## config.mk

```make
export PLATFORM = sky130hd
export DESIGN_NAME = systolic_array_driver_flat
export DESIGN_NICKNAME = d
export VERILOG_FILES = /design/src/rtl/systolic_array_driver_if.sv /design/src/rtl/systolic_array_driver.sv /design/src/flat_wrapper.sv
export SDC_FILE = /design/constraint.sdc
export NUM_CORES = 1
export LEC_CHECK = 0
export ABC_AREA = 1
export ABC_CLOCK_PERIOD_IN_PS = 7200
export CORE_MARGIN = 2
export CORE_UTILIZATION = 30
export CTS_CLUSTER_DIAMETER = 30
export DETAILED_ROUTE_END_ITERATION = 7
export GPL_TIMING_DRIVEN = 0
export PLACE_DENSITY_LB_ADDON = 0.05
export SLEW_MARGIN = 20
export SYNTH_ARGS = -nofsm -noshare
export SYNTH_HDL_FRONTEND = slang
export SYNTH_SLANG_ARGS = --single-unit
```

## constraint.sdc

```tcl
create_clock -name clk -period 7.2 [get_ports clk]
set_input_delay 0.72 -clock clk [delete_from_list [all_inputs] [get_ports clk]]
set_output_delay 0.72 -clock clk [all_outputs]
set_load 0.01 [all_outputs]
```

## src/rtl/systolic_array_driver_if.sv

```systemverilog
// Host-side interface of systolic_array_driver: element write port,
// start/status handshake and the combinational C read port.
interface systolic_array_driver_if #(
  parameter int DATAWIDTH = 16,
  parameter int N_SIZE    = 3
);
  localparam int IW = (N_SIZE > 1) ? $clog2(N_SIZE) : 1;

  logic                   wr_en;
  logic                   wr_sel;
  logic [IW-1:0]          wr_row;
  logic [IW-1:0]          wr_col;
  logic [DATAWIDTH-1:0]   wr_data;
  logic                   start;
  logic                   busy;
  logic                   done;
  logic                   error;
  logic [IW-1:0]          rd_row;
  logic [IW-1:0]          rd_col;
  logic [2*DATAWIDTH-1:0] rd_data;

  modport master (
    output wr_en, wr_sel, wr_row, wr_col, wr_data, start, rd_row, rd_col,
    input  busy, done, error, rd_data
  );

  modport slave (
    input  wr_en, wr_sel, wr_row, wr_col, wr_data, start, rd_row, rd_col,
    output busy, done, error, rd_data
  );
endinterface

```

## src/rtl/systolic_array_driver.sv

```systemverilog
// Initiator-side sequencer for systolic_array_top. Holds A/B operand
// buffers written by the host, clears the array, streams A column-wise and
// B row-wise, then captures the result rows into a C buffer readable by the
// host. Optional macro SYSTOLIC_TIMEOUT_EN adds a COLLECT watchdog that
// ends the run with error set when the array stops producing rows.
//
// state   | meaning
// IDLE    | accept writes/start, array released
// CLEAR   | array held in reset, C buffer and counters zeroed
// FEED    | one operand column/row per cycle, valid_in high
// COLLECT | capture one result row per valid_out cycle
// DONE    | C complete and retained, behaves like IDLE
module systolic_array_driver #(
  parameter int DATAWIDTH      = 16,
  parameter int N_SIZE         = 3,
  parameter int CLR_CYCLES     = 2,
  parameter int TIMEOUT_CYCLES = 64
) (
  input  logic                   clk,
  input  logic                   rst_n,
  systolic_array_driver_if.slave host,
  output logic                   arr_rst_n,
  output logic                   valid_in,
  output logic [DATAWIDTH-1:0]   matrix_a_in  [N_SIZE-1:0],
  output logic [DATAWIDTH-1:0]   matrix_b_in  [N_SIZE-1:0],
  input  logic [2*DATAWIDTH-1:0] matrix_c_out [N_SIZE-1:0],
  input  logic                   valid_out
);
  localparam int IW = (N_SIZE > 1) ? $clog2(N_SIZE) : 1;
  // clr_cnt counts CLR_CYCLES-1 down to 0
  localparam int CW = (CLR_CYCLES > 1) ? $clog2(CLR_CYCLES) : 1;
  localparam logic [IW:0] N_LIM = (IW+1)'(N_SIZE);

  typedef enum logic [2:0] {
    S_IDLE,
    S_CLEAR,
    S_FEED,
    S_COLLECT,
    S_DONE
  } state_t;

  state_t                 state;
  logic [CW-1:0]          clr_cnt;
  logic [IW-1:0]          k_cnt;
  logic [IW-1:0]          k_nxt;
  logic [IW-1:0]          row_cnt;
  logic                   busy_q;
  logic                   done_q;
  logic                   wr_ok;
  logic                   rd_ok;

  logic [DATAWIDTH-1:0]   a_buf [N_SIZE][N_SIZE];
  logic [DATAWIDTH-1:0]   b_buf [N_SIZE][N_SIZE];
  logic [2*DATAWIDTH-1:0] c_buf [N_SIZE][N_SIZE];

`ifdef SYSTOLIC_TIMEOUT_EN
  logic [15:0]            wdog;
  logic                   error_q;
  assign host.error = error_q;
`else
  logic                   unused_timeout;
  assign unused_timeout = ^16'(TIMEOUT_CYCLES);
  assign host.error = 1'b0;
`endif

  assign k_nxt = k_cnt + 1'b1;
  assign wr_ok = ({1'b0, host.wr_row} < N_LIM) && ({1'b0, host.wr_col} < N_LIM);
  assign rd_ok = ({1'b0, host.rd_row} < N_LIM) && ({1'b0, host.rd_col} < N_LIM);

  assign host.busy    = busy_q;
  assign host.done    = done_q;
  assign host.rd_data = rd_ok ? c_buf[host.rd_row][host.rd_col] : '0;

  // Sequencer: operand buffers, array drive, result capture and status
  always_ff @(posedge clk or negedge rst_n) begin
    if (!rst_n) begin
      state     <= S_IDLE;
      clr_cnt   <= '0;
      k_cnt     <= '0;
      row_cnt   <= '0;
      busy_q    <= 1'b0;
      done_q    <= 1'b0;
      arr_rst_n <= 1'b0;
      valid_in  <= 1'b0;
`ifdef SYSTOLIC_TIMEOUT_EN
      wdog      <= '0;
      error_q   <= 1'b0;
`endif
      for (int i = 0; i < N_SIZE; i++) begin
        matrix_a_in[i] <= '0;
        matrix_b_in[i] <= '0;
        for (int j = 0; j < N_SIZE; j++) begin
          a_buf[i][j] <= '0;
          b_buf[i][j] <= '0;
          c_buf[i][j] <= '0;
        end
      end
    end else begin
      done_q <= 1'b0;
      case (state)
        S_IDLE, S_DONE: begin
          arr_rst_n <= 1'b1;
          // the write lands on the same edge as start, so it is fed
          if (host.wr_en && wr_ok) begin
            if (host.wr_sel) b_buf[host.wr_row][host.wr_col] <= host.wr_data;
            else             a_buf[host.wr_row][host.wr_col] <= host.wr_data;
          end
          if (host.start) begin
            state     <= S_CLEAR;
            busy_q    <= 1'b1;
            arr_rst_n <= 1'b0;
            clr_cnt   <= CW'(CLR_CYCLES - 1);
`ifdef SYSTOLIC_TIMEOUT_EN
            error_q   <= 1'b0;
`endif
          end
        end

        S_CLEAR: begin
          row_cnt <= '0;
`ifdef SYSTOLIC_TIMEOUT_EN
          wdog    <= '0;
`endif
          for (int i = 0; i < N_SIZE; i++)
            for (int j = 0; j < N_SIZE; j++)
              c_buf[i][j] <= '0;
          if (clr_cnt == '0) begin
            state     <= S_FEED;
            arr_rst_n <= 1'b1;
            valid_in  <= 1'b1;
            k_cnt     <= '0;
            for (int i = 0; i < N_SIZE; i++) begin
              matrix_a_in[i] <= a_buf[i][0];
              matrix_b_in[i] <= b_buf[0][i];
            end
          end else begin
            clr_cnt <= clr_cnt - 1'b1;
          end
        end

        S_FEED: begin
          if (k_cnt == IW'(N_SIZE - 1)) begin
            state    <= S_COLLECT;
            valid_in <= 1'b0;
            for (int i = 0; i < N_SIZE; i++) begin
              matrix_a_in[i] <= '0;
              matrix_b_in[i] <= '0;
            end
          end else begin
            k_cnt <= k_nxt;
            for (int i = 0; i < N_SIZE; i++) begin
              matrix_a_in[i] <= a_buf[i][k_nxt];
              matrix_b_in[i] <= b_buf[k_nxt][i];
            end
          end
        end

        S_COLLECT: begin
          if (valid_out) begin
            for (int j = 0; j < N_SIZE; j++)
              c_buf[row_cnt][j] <= matrix_c_out[j];
`ifdef SYSTOLIC_TIMEOUT_EN
            wdog <= '0;
`endif
            if (row_cnt == IW'(N_SIZE - 1)) begin
              state  <= S_DONE;
              busy_q <= 1'b0;
              done_q <= 1'b1;
            end else begin
              row_cnt <= row_cnt + 1'b1;
            end
          end
`ifdef SYSTOLIC_TIMEOUT_EN
          else if (wdog == 16'(TIMEOUT_CYCLES - 1)) begin
            state   <= S_DONE;
            busy_q  <= 1'b0;
            done_q  <= 1'b1;
            error_q <= 1'b1;
          end else begin
            wdog <= wdog + 16'd1;
          end
`endif
        end

        default: begin
          state  <= S_IDLE;
          busy_q <= 1'b0;
        end
      endcase
    end
  end
endmodule

```

## src/flat_wrapper.sv

```systemverilog
// flat-port wrapper written by rule: the top's interface ports become plain ports
module systolic_array_driver_flat 
#(
  parameter int DATAWIDTH      = 16,
  parameter int N_SIZE         = 3,
  parameter int CLR_CYCLES     = 2,
  parameter int TIMEOUT_CYCLES = 64
)
  (clk, rst_n, arr_rst_n, valid_in, matrix_a_in, matrix_b_in, matrix_c_out, valid_out, host_wr_en, host_wr_sel, host_wr_row, host_wr_col, host_wr_data, host_start, host_rd_row, host_rd_col, host_busy, host_done, host_error, host_rd_data);
  systolic_array_driver_if #(.DATAWIDTH(DATAWIDTH), .N_SIZE(N_SIZE)) host_i ();
  input  logic clk;
  input  logic rst_n;
  output logic arr_rst_n;
  output logic valid_in;
  output logic [DATAWIDTH-1:0] matrix_a_in[N_SIZE-1:0];
  output logic [DATAWIDTH-1:0] matrix_b_in[N_SIZE-1:0];
  input  logic [2*DATAWIDTH-1:0] matrix_c_out[N_SIZE-1:0];
  input  logic valid_out;
  input wire logic [$bits(host_i.wr_en)-1:0] host_wr_en;
  input wire logic [$bits(host_i.wr_sel)-1:0] host_wr_sel;
  input wire logic [$bits(host_i.wr_row)-1:0] host_wr_row;
  input wire logic [$bits(host_i.wr_col)-1:0] host_wr_col;
  input wire logic [$bits(host_i.wr_data)-1:0] host_wr_data;
  input wire logic [$bits(host_i.start)-1:0] host_start;
  input wire logic [$bits(host_i.rd_row)-1:0] host_rd_row;
  input wire logic [$bits(host_i.rd_col)-1:0] host_rd_col;
  output wire logic [$bits(host_i.busy)-1:0] host_busy;
  output wire logic [$bits(host_i.done)-1:0] host_done;
  output wire logic [$bits(host_i.error)-1:0] host_error;
  output wire logic [$bits(host_i.rd_data)-1:0] host_rd_data;
  assign host_i.wr_en = host_wr_en;
  assign host_i.wr_sel = host_wr_sel;
  assign host_i.wr_row = host_wr_row;
  assign host_i.wr_col = host_wr_col;
  assign host_i.wr_data = host_wr_data;
  assign host_i.start = host_start;
  assign host_i.rd_row = host_rd_row;
  assign host_i.rd_col = host_rd_col;
  assign host_busy = host_i.busy;
  assign host_done = host_i.done;
  assign host_error = host_i.error;
  assign host_rd_data = host_i.rd_data;
  systolic_array_driver #(.DATAWIDTH(DATAWIDTH), .N_SIZE(N_SIZE), .CLR_CYCLES(CLR_CYCLES), .TIMEOUT_CYCLES(TIMEOUT_CYCLES)) u_core (.clk(clk), .rst_n(rst_n), .host(host_i), .arr_rst_n(arr_rst_n), .valid_in(valid_in), .matrix_a_in(matrix_a_in), .matrix_b_in(matrix_b_in), .matrix_c_out(matrix_c_out), .valid_out(valid_out));
endmodule
```

==> results.py <==
metrics = {
    "cts": {
        "insertion_delay_ns": 0.78,
        "clock_sinks": 684,
        "cts_buffers": 207,
        "cts_tree": "built",
        "h-tree-depth": 4,
        "cts.repair.resized": 0,
        "clockBufferDepth": 3,
        "cts-root-buf": "clkbuf_16",
        "cts.clk_slew.worst_paths_ns": 0.04,
    },
    "hold_path": {
        "holdPathEnd": "u_core.b_buf[139]",
        "hp-class": "in -> reg",
        "hold_start": "host_wr_data[11]",
        "holdPathStages": 4,
    },
    "pwr": {
        "p_per_area_mw_per_mm2": 460.0,
        "ir_drop_mv": 0.2376,
        "p_leak_uw": 0.02204,
    },
    "critical_path": {
        "crit_slowest_cell": "buf_1",
        "crit_family": "buffers and inverters",
        "r2r-end": "u_core.matrix_b_in[46]",
        "arrival_ns": 4.22,
        "slowest_delay_ns": 0.90,
        "worst_ep_required_time_ns": 6.48,
        "path_buf_inv": 5,
        "cp-end-kind": "output pin",
        "path_max_fanout": 10,
        "critPathLaunchType": "input port",
        "critPathKind": "in -> out",
        "rr_worst_depth": 14,
        "cp_cell_sequence": "buf_2 > clkinv_1 > buf_2 > buf_1 > nor2_1 > o21ai_0 > nand3_1 > nor2_1 > clkdlybuf4s50_1",
        "rr_startpoint": "u_core.k_cnt[0]",
        "reg2reg_slack_ns": 2.65,
    },
    "routing": {
        "drt_pre_antenna_iters": 6,
        "vias": 31307,
        "avgRoutedWirePerCell_um": 22.25,
        "wirelength_mm": 142.3,
        "drcViolationCount": 0,
        "ant_nets": 0,
        "drt_iter0_markers": 2295,
        "vias_per_cell": 4.897,
    },
    "yosys": {
        "synth_seq_cells": 684,
        "yosysSeqAreaShare": 0.5292,
        "synth_area_leaders": "dfrtp_1 53%, nand2_1 23%, nand3_1 6.2%, o21ai_0 5.7%, nor2_1 3.2%",
        "synthDominantCellAreaShare": 0.5292,
        "ys_types": 26,
        "synth_cells": 4354,
        "synth_warnings": 0,
        "yosysTopAreaCell": "dfrtp_1",
        "synth_area_mm2": 0.03234,
        "avgSynthCellArea_um2": 7.428,
        "syn-num-nets": 4484,
    },
    "die": {
        "fp.coreArea_mm2": 0.1071,
        "dieWidth_um": 332.3,
        "io_pins": 259,
        "die-area_mm2": 0.1104,
        "rows": 120,
        "start_util": 0.3021,
        "die_y_um": 332.3,
    },
    "final_layout": {
        "drive_gt1_frac": 0.09302,
        "nNetsFinal": 4941,
        "syn_to_final_growth_pct": 36.71,
        "utilization": 0.4130,
    },
    "placement": {
        "portBuffers": 237,
        "dp.final_hpwl_mm": 99.08,
        "dp_slack_ns": 2.394,
        "place_congestion": 0.8914,
    },
    "global_route": {
        "gr-total-overflow": 0,
        "grt_pass1_vias": 31923,
        "antenna_found_initial": 4,
        "track_usage": 0.2565,
        "grt_max_degree": 87,
        "grt_pass1_wl_mm": 211.0,
    },
    "timing": {
        "setup_tns_ns": 0,
        "max_freq_mhz": 202.2,
        "slew_violations": 0,
        "fin_ws_ns": 2.255,
        "fin_crit_sh": 0.6868,
        "rsz0062_at_grt": "no",
        "relSlewSlack": 0.2157,
        "hold_viol": 0,
        "fin_crit_ns": 4.945,
        "setup_viol": 0,
        "fin_skew_ns": 0.03930,
        "tightest_slew_ns": 1.176,
    },
    "run": {
        "drv_cap": 0,
    },
    "outcome": {
        "status": "finished, final reports clean",
    },
}
[kinds of logic (layout without fill, tap and decap cells)]
family	Yosys count	after routing	share of synthesized area
AO/OA/AOI/OAI	561	561	0.08712
flip-flops	684	684	0.5292
AND/OR/NAND/NOR	2657	2657	0.3257
buffers and inverters	447	1081	0.05629
other	1	3	0.0001160
adder cells (fa/ha/maj)	4	4	0.001548
[per-stage QoR]
| stage | cells | power, uW | hold slack, ns | area (um2) |
|---|---|---|---|---|
| after CTS | 6391 | 20510 | 0.3000 | 44210 |
| final | 6393 | 20340 | 0.3489 | 44210 |
| after floorplan | 4354 | 8129 | 0.4244 | 32340 |
| after detailed placement | 6004 | 10810 | 0.4582 | 36730 |
| after global placement | 5994 | 10820 | 0.4546 | 36470 |
| after global routing | 6391 | 21380 | 0.3341 | 44210 |
[layer usage]
metal,vias to the layer above,global-route usage,routed length [um]
li1,14799,-,-
met1,15345,0.3285,61790
met2,911,0.4317,68540
met3,250,0.04641,7207
met4,2,0.09391,4698
met5,-,0,13
[Yosys cell counts]
master	count
inv_2	4
o21ai_0	367
o21ai_1	67
buf_2	66
nand3_2	1
buf_4	14
conb_1	1
nand2_1	1969
buf_6	1
clkbuf_1	181
nor2_1	272
buf_1	59
nor2_4	2
inv_1	121
nand2_2	5
nand4_1	2
dfrtp_1	684
nand3_1	403
nor3_1	1
o21ai_2	2
o22ai_1	2
nor2_2	1
nor3_4	1
a21oi_1	123
clkinv_1	1
ha_1	4
[flip-flops by register name, indices dropped and copies added, names as in the netlist]
signal and count:
u_core.state 3, u_core.c_buf 288, u_core.clr_cnt 1, u_core.row_cnt 2, u_core.matrix_b_in 48, u_core.a_buf 144
u_core.valid_in 1, u_core.host.done 1, u_core.host.busy 1, u_core.matrix_a_in 48, u_core.b_buf 144, u_core.arr_rst_n 1
u_core.k_cnt 2
[what timing repair did]
action,4_1_cts,5_1_grt
hold endpoints to repair,68,0
hold buffers,1,0
setup buffers,0,0
[report_power, final]
| group | switching [uW] | internal (uW) | total (uW) |
|---|---|---|---|
| logic | 3890 | 1650 | 5530 |
| clock network | 2810 | 6790 | 9610 |
| registers | 503 | 4690 | 5200 |
[tightest hold or removal path: stages]
cell     delay [ns]
buf_1          0.08
buf_6          0.15
nor2_1         0.10
a21oi_1        0.04
[layout by cell type (no fill, tap or decap), types with 2 or more instances in the layout]
master,instances
a21oi_1,123
clkbuf_16,207
nor2_1,271
o22ai_1,2
inv_1,121
nor2_2,2
buf_1,54
clkbuf_8,47
clkdlybuf4s50_1,236
nor2_4,2
inv_16,6
clkinv_2,50
nand3_1,403
buf_4,14
nand4_1,2
clkinvlp_4,2
diode_2,2
clkbuf_1,217
buf_16,8
bufinv_16,30
inv_2,4
nand2_1,1969
dfrtp_1,684
buf_6,3
o21ai_2,2
o21ai_0,367
buf_2,71
clkinv_16,7
o21ai_1,67
ha_1,4
nand2_2,5
[worst max-delay path by stage]
| stage | from | to | slack [ns] | depth (start not counted) |
|---|---|---|---|---|
| finish | host_rd_row[0] | host_rd_data[25] | 2.26 | 9 |
| global route | host_rd_row[0] | host_rd_data[25] | 2.29 | 9 |
| CTS | host_rd_row[0] | host_rd_data[21] | 2.39 | 9 |
| detailed placement | host_rd_row[0] | host_rd_data[21] | 2.39 | 9 |
| global placement | rst_n | u_core.matrix_a_in[35] | -29.10 | 1 |
| floorplan | host_rd_row[0] | host_rd_data[0] | 4.61 | 8 |
[layout make-up]
| type | count | area [um2] |
|---|---|---|
| antenna | 2 | 5.005 |
| clock inverter | 96 | 1513 |
| multi-input combinational | 3223 | 13410 |
| timing repair buffer | 248 | 2630 |
| tap | 1403 | 1755 |
| sequential | 684 | 17120 |
| clock buffer | 290 | 5962 |
| inverter | 126 | 473.0 |
| buffer | 321 | 1354 |
| fill | 11183 | 62840 |
No activity file was read; power rests on OpenSTA's default activity.
